--- src/rtl/tx_arbiter.sv ---
// Two-source byte arbiter in front of the character transmitter: round-robin per
// message, grant held until a byte marked last completes, watchdog abort in WAIT.
module tx_arbiter #(
    parameter int TIMEOUT = 1024
) (
    input  logic       clk,
    input  logic       rst_n,
    input  logic       src0_valid,
    input  logic [7:0] src0_data,
    input  logic       src0_last,
    output logic       src0_ack,
    input  logic       src1_valid,
    input  logic [7:0] src1_data,
    input  logic       src1_last,
    output logic       src1_ack,
    output logic [7:0] Data,
    output logic       Data_rdy,
    input  logic       transEna,
    output logic       busy,
    output logic       owner,
    output logic       err,
    output logic [2:0] dbg_state_o
);

    localparam int CW = (TIMEOUT > 0) ? $clog2(TIMEOUT + 1) : 1;
    localparam logic [CW-1:0] CNT_LAST = CW'((TIMEOUT > 0) ? TIMEOUT - 1 : 0);
    localparam bit WDOG_EN = (TIMEOUT != 0);

    typedef enum logic [2:0] {
        S_IDLE  = 3'd0,
        S_SEND  = 3'd1,
        S_WAIT  = 3'd2,
        S_ACK   = 3'd3,
        S_ABORT = 3'd4
    } state_t;

    state_t        state_q, state_d;
    logic          lock_q, lock_d;
    logic          owner_q, owner_d;
    logic          rr_q, rr_d;
    logic [7:0]    data_q, data_d;
    logic [CW-1:0] cnt_q, cnt_d;
    logic          grant;
    logic          grant_src;
    logic          owner_last;

    // A locked owner is served exclusively; otherwise rr breaks ties.
    always_comb begin
        grant     = 1'b0;
        grant_src = rr_q;
        if (lock_q) begin
            grant_src = owner_q;
            grant     = owner_q ? src1_valid : src0_valid;
        end else if (src0_valid && src1_valid) begin
            grant_src = rr_q;
            grant     = 1'b1;
        end else if (src0_valid) begin
            grant_src = 1'b0;
            grant     = 1'b1;
        end else if (src1_valid) begin
            grant_src = 1'b1;
            grant     = 1'b1;
        end
    end

    assign owner_last = owner_q ? src1_last : src0_last;

    // All state moves on the falling edge to line up with the transmitter.
    always_ff @(negedge clk or negedge rst_n) begin
        if (!rst_n) begin
            state_q <= S_IDLE;
            lock_q  <= 1'b0;
            owner_q <= 1'b0;
            rr_q    <= 1'b0;
            data_q  <= 8'h00;
            cnt_q   <= '0;
        end else begin
            state_q <= state_d;
            lock_q  <= lock_d;
            owner_q <= owner_d;
            rr_q    <= rr_d;
            data_q  <= data_d;
            cnt_q   <= cnt_d;
        end
    end

    always_comb begin
        state_d = state_q;
        lock_d  = lock_q;
        owner_d = owner_q;
        rr_d    = rr_q;
        data_d  = data_q;
        cnt_d   = cnt_q;
        case (state_q)
            S_IDLE: begin
                if (grant) begin
                    data_d  = grant_src ? src1_data : src0_data;
                    owner_d = grant_src;
                    state_d = S_SEND;
                end
            end
            S_SEND: begin
                cnt_d   = '0;
                state_d = S_WAIT;
            end
            S_WAIT: begin
                // Completion on the timeout edge still counts as success.
                if (transEna) begin
                    state_d = S_ACK;
                end else begin
                    cnt_d = cnt_q + CW'(1);
                    if (WDOG_EN && (cnt_q == CNT_LAST)) begin
                        state_d = S_ABORT;
                    end
                end
            end
            S_ACK: begin
                if (owner_last) begin
                    lock_d = 1'b0;
                    rr_d   = ~owner_q;
                end else begin
                    lock_d = 1'b1;
                end
                state_d = S_IDLE;
            end
            S_ABORT: begin
                lock_d  = 1'b0;
                rr_d    = ~owner_q;
                state_d = S_IDLE;
            end
            default: state_d = S_IDLE;
        endcase
    end

    always_comb begin
        Data_rdy    = (state_q == S_SEND);
        src0_ack    = (state_q == S_ACK) && !owner_q;
        src1_ack    = (state_q == S_ACK) && owner_q;
        err         = (state_q == S_ABORT);
        busy        = (state_q != S_IDLE);
        Data        = data_q;
        owner       = owner_q;
        dbg_state_o = state_q;
    end

endmodule

--- config.mk ---
export PLATFORM = sky130hd
export DESIGN_NAME = tx_arbiter
export DESIGN_NICKNAME = d
export VERILOG_FILES = /design/src/rtl/tx_arbiter.sv
export SDC_FILE = /design/constraint.sdc
export NUM_CORES = 1
export LEC_CHECK = 0
export ABC_AREA = 1
export CORE_ASPECT_RATIO = 1.2
export CORE_MARGIN = 2
export CORE_UTILIZATION = 45
export DETAILED_ROUTE_END_ITERATION = 8
export GPL_TIMING_DRIVEN = 0
export PLACE_DENSITY = 0.77
export SETUP_SLACK_MARGIN = 0.15
export SLEW_MARGIN = 20
export SYNTH_ARGS = -nofsm -noshare
export SYNTH_HDL_FRONTEND = slang
export SYNTH_SLANG_ARGS = --single-unit
--- constraint.sdc ---
create_clock -name clk -period 4.15 [get_ports clk]
set_input_delay 0.83 -clock clk [delete_from_list [all_inputs] [get_ports clk]]
set_output_delay 0.83 -clock clk [all_outputs]
set_load 0.01 [all_outputs]
After elaboration in Yosys (flattened, before gate mapping)
Index checks and enable logic that the tools add are counted.

storage, ports and cells
  flip-flop bits (word level) = 25
  bits in latches = 0
  memory bits (writable) = 0
  memory bits (read-only) = 0
  input bits = 23
  output and inout bits = 17
  logic and storage cells = 50
  memories kept = 0

cells by class
  add/subtract/negate cells = 1
  multipliers = 0
  divide/modulo/power cells = 0
  magnitude comparators = 0
  equal/unequal tests = 9
  shifts and indexed selects = 0
  mux-type cells = 21
  bitwise logic cells = 1
  reduce and logical (&&, ||, !) cells = 12

operators by type and width
  cell                                              count
  case mux 11 bit (2 select lines)                  1
  2-to-1 mux 1 bit                                  12
  adder 11 x 1 -> 11 bit (second input constant)    1
  == test 11 x 10 -> 1 bit (second input constant)  1
  2-to-1 mux 11 bit                                 1
  2-to-1 mux 3 bit                                  3
  case mux 3 bit (3 select lines)                   1
  2-to-1 mux 8 bit                                  1
  AND reduction 2 bit                               4
  == test 3 x 2 -> 1 bit (second input constant)    2
  inequality test 2 bit (second input constant)     3
  case mux 1 bit (2 select lines)                   2
  nonzero test 2 bit                                2
  == test 3 x 1 -> 1 bit (second input constant)    1
  == test 3 bit (second input constant)             1
  logical AND 1 bit                                 3
  logical NOT 3 bit                                 1
  inequality test 3 bit (second input constant)     1
  nonzero test 3 bit                                1
  logical NOT 1 bit                                 1
  NOT 1 bit                                         1

Logic depth before layout (Yosys ltp)
  depth in word-level cells = 6
  depth in mapped cells = 8
  depth with buffers taken out = 8

==> results.md <==
• sky130_fd_sc_hd__dfrtn_1 — CP max stage cell
• 39 — IO Port Bufs
• 7.06 sq um — average size of a mapped cell
• 259 — FILL cells
• 0.557 ns — slew at the pin closest to its max-slew limit
• 1880 sq um — post-placement cell area
• 0.00348 ns — post-route clock skew
• 0 — count of maximum capacitance violations
• 44.2% — layout-stage area growth over the synthesis result
• 3.35 ns — arrival time at the worst endpoint
• 568 nW/um^2 — PwrDens
• 0.09 ns — clock-pin slew on the worst setup and hold paths
• 55.8 um — horizontal extent of the die
• 0.897 — routability cong.
• 22 — std cell rows
• 2 — Critical path buffers and inverters
• 4 — crit path max fanout
• 0 — grt ovf
• 0.32 ns — clock latency on the worst-skew pair
• -0.0320 ns — slack of the critical path
• 3.32 ns — required time of the worst setup path
• 0 — hold-fix buffers at CTS
• 0 — number of hold-slack violations in the final timing report
• 25 — total clock sinks
• 3 — clock buffers created by TritonCTS
• true — RSZ-0062 raised after global routing
• negative setup slack — failing checks
• 205 — gate count after technology mapping
• 0.628 — remaining max-slew budget at the tightest pin
• 26 — pin count of the biggest net entering global routing
• 3690 sq um — die area
• 40 — IO Count
• 1450 sq um — cell area after technology mapping
• 280 — placed insts
• 66.1 um — Vert. Die Dim
• 2090 sq um — post-layout instance area
• 4 — final setup violation count
• -0.225 ns — Placement Setup Slack
• 291 — final layout net count
• 0.374 mV — worst vdd ir
• finished with violations — outcome
• 701 sq um — area used by multi-input combinational logic
• 1.14 nW — leakage power figure
• 0 — antenna violations before repair
• 229 — number of nets in the synthesized netlist
• 1 — CTS H-tree lvls
• 5.89 mm — global-route wire length before repair
• buf_6 > nand3_4 > nor2_2 > buf_2 — crit path cell chain
• 0.202 — Tot GR Track Use
• 3.52 mm — DRT Wirelength
• 0 — drt drc
• 1458 — count of vias placed by the detailed router
• output port — endpoint type of the worst setup path
• 25 — register bit total from synthesis
• 0 — Pins Over Slew Limit
• flip-flops — largest delay contributor family on the critical path
• 0.474 — initial core utilization
• 2.30 mm — post-detail-place hpwl
• 0.47 ns — delay of the slowest cell on the worst path
• 21 — Distinct cells, synth
• sky130_fd_sc_hd__clkbuf_4 — clock root cell
• 4.83 — Avg Vias per Cell
• 93 — 1st-iter DRT viols
• register — Critical Path Start Type
• reg -> reg — kind of path behind the tightest hold check
• 0 — Ys Warns
• 302 — non-filler cells, final
• 11.6 um — wire length per cell after detailed routing
• reg -> out — path type of the worst setup path
• 0.199 — fraction of final layout cells sized beyond drive strength 1
• 3060 sq um — area of the placeable core
• 4 — DR pass1 iterations
• 0.432 — sequential cell area fraction in the yosys report
• 1371 — vias in the first global route
• 0 — Final ANT Viol Nets
• yes — clock tree from TritonCTS
• 2 — clock buffer depth
• 626 sq um — sequential standard cell area
• 0 — ant diodes
area by class of cell:
class | instances | share of cell area
plain buffers | 2 | 0.00899
clock buffers | 3 | 0.0108
clock inverters | 1 | 0.00240
inverters | 40 | 0.0731
multi-input cells | 138 | 0.336
flip-flops and latches | 25 | 0.300
well taps | 36 | 0.0216
repair buffers | 57 | 0.248
stage by stage:
stage	utilization	total power, W	hold slack (ns)	setup TNS [ns]
5_1_grt	0.683	0.00128	0.443	-0.338
6_report	0.683	0.00119	0.421	-0.0685
2_1_floorplan	-	0.000697	0.437	0
4_1_cts	0.656	0.00110	0.428	-0.119
3_5_place_dp	0.615	0.000928	0.428	-2.30
3_3_place_gp	0.616	0.000919	0.421	-2.98
synthesized netlist by cell type:
| library cell | count | area share |
|---|---|---|
| sky130_fd_sc_hd__buf_6 | 1 | 0.0078 |
| sky130_fd_sc_hd__o211ai_1 | 1 | 0.0052 |
| sky130_fd_sc_hd__nand2_1 | 61 | 0.16 |
| sky130_fd_sc_hd__nand2_2 | 4 | 0.017 |
| sky130_fd_sc_hd__dfrtn_1 | 25 | 0.43 |
| sky130_fd_sc_hd__nor3_1 | 3 | 0.010 |
| sky130_fd_sc_hd__nor3_2 | 1 | 0.0069 |
| sky130_fd_sc_hd__buf_4 | 1 | 0.0052 |
| sky130_fd_sc_hd__xor2_1 | 1 | 0.0061 |
| sky130_fd_sc_hd__o21ai_0 | 6 | 0.021 |
| sky130_fd_sc_hd__o21ai_1 | 1 | 0.0035 |
| sky130_fd_sc_hd__nand4_1 | 4 | 0.017 |
| sky130_fd_sc_hd__nand3_2 | 3 | 0.021 |
| sky130_fd_sc_hd__nand3_1 | 27 | 0.093 |
| sky130_fd_sc_hd__ha_1 | 1 | 0.0086 |
| sky130_fd_sc_hd__o21bai_1 | 2 | 0.010 |
| sky130_fd_sc_hd__nor2_2 | 4 | 0.017 |
| sky130_fd_sc_hd__a21oi_1 | 7 | 0.024 |
| sky130_fd_sc_hd__inv_2 | 1 | 0.0026 |
| sky130_fd_sc_hd__nor2_1 | 12 | 0.031 |
| sky130_fd_sc_hd__inv_1 | 39 | 0.10 |
placed cells by master (no fill, tap or decap):
master,instances
sky130_fd_sc_hd__o21ai_1,2
sky130_fd_sc_hd__clkinv_2,1
sky130_fd_sc_hd__clkbuf_4,3
sky130_fd_sc_hd__nor2_2,4
sky130_fd_sc_hd__nand2_2,6
sky130_fd_sc_hd__nor3_2,1
sky130_fd_sc_hd__nand3_4,2
sky130_fd_sc_hd__o21ai_0,5
sky130_fd_sc_hd__inv_2,3
sky130_fd_sc_hd__nor3_1,3
sky130_fd_sc_hd__nand4_1,4
sky130_fd_sc_hd__nand3_2,2
sky130_fd_sc_hd__buf_4,14
sky130_fd_sc_hd__xor2_1,1
sky130_fd_sc_hd__a21oi_1,7
sky130_fd_sc_hd__dfrtn_1,25
sky130_fd_sc_hd__buf_2,4
sky130_fd_sc_hd__o211ai_1,1
sky130_fd_sc_hd__nand3_1,26
sky130_fd_sc_hd__inv_4,1
sky130_fd_sc_hd__nor2_1,10
sky130_fd_sc_hd__nand2_4,1
sky130_fd_sc_hd__clkdlybuf4s50_1,21
sky130_fd_sc_hd__inv_1,36
sky130_fd_sc_hd__nand2_1,58
sky130_fd_sc_hd__ha_1,1
sky130_fd_sc_hd__o21bai_1,2
sky130_fd_sc_hd__dlygate4sd2_1,9
sky130_fd_sc_hd__clkdlybuf4s15_1,2
sky130_fd_sc_hd__buf_6,9
sky130_fd_sc_hd__nor2_4,2
flip-flops by register name (all words and copies together), names as in the netlist:
name         count
Data             8
cnt_q           11
dbg_state_o      3
rr_q             1
owner            1
lock_q           1
worst paths after layout:
kind	start	cells past startpoint	slack, ns	endpoint
setup / recovery	dbg_state_o[0]	4	-0.03	src0_ack
max in group asynchronous	rst_n	1	1.31	cnt_q[5]
setup reg to reg	dbg_state_o[1]	10	2.58	cnt_q[10]
hold reg to reg	Data[6]	2	0.42	Data[6]
min in group asynchronous	rst_n	1	2.44	rr_q
hold / removal	Data[6]	2	0.42	Data[6]
repair_timing:
action	CTS	global route
endpoints found under the hold margin	0	0
resized for setup	45	16
buffers inserted	11	7
cloned	0	0
pin swaps	1	4
endpoints found under the setup margin	25	17
worst reg2reg max path, stage by stage (launching register included):
cell,delay (ns)
sky130_fd_sc_hd__dfrtn_1,0.39
sky130_fd_sc_hd__buf_4,0.15
sky130_fd_sc_hd__buf_6,0.11
sky130_fd_sc_hd__inv_4,0.06
sky130_fd_sc_hd__nand3_4,0.07
sky130_fd_sc_hd__buf_4,0.17
sky130_fd_sc_hd__nand2_2,0.09
sky130_fd_sc_hd__buf_6,0.14
sky130_fd_sc_hd__nand2_2,0.06
sky130_fd_sc_hd__o21bai_1,0.12
sky130_fd_sc_hd__nand2_1,0.06
routing by layer:
layer / share of wire / GRT usage / up-vias
met5: 0 / 0 / -
met1: 0.47 / 0.249 / 653
met2: 0.47 / 0.353 / 36
met3: 0.047 / 0.0313 / 4
li1: - / - / 765
met4: 0.012 / 0.0793 / 0
kinds of logic (layout without fill, tap and decap cells):
logic type | after synthesis | after routing | share of synthesized area
flops | 25 | 25 | 0.432
compound gates | 17 | 17 | 0.0640
xor+xnor | 1 | 1 | 0.00605
buf+inv | 42 | 103 | 0.117
simple gates | 119 | 119 | 0.373
fa+ha+maj | 1 | 1 | 0.00864
power breakdown:
part	switching [W]	leakage (nW)	internal (W)
combinational	0.000373	0.798	0.000329
clock	0.0000762	0.0177	0.0000363
sequential	0.0000495	0.325	0.000323
Power figures use the tool's default switching activity.
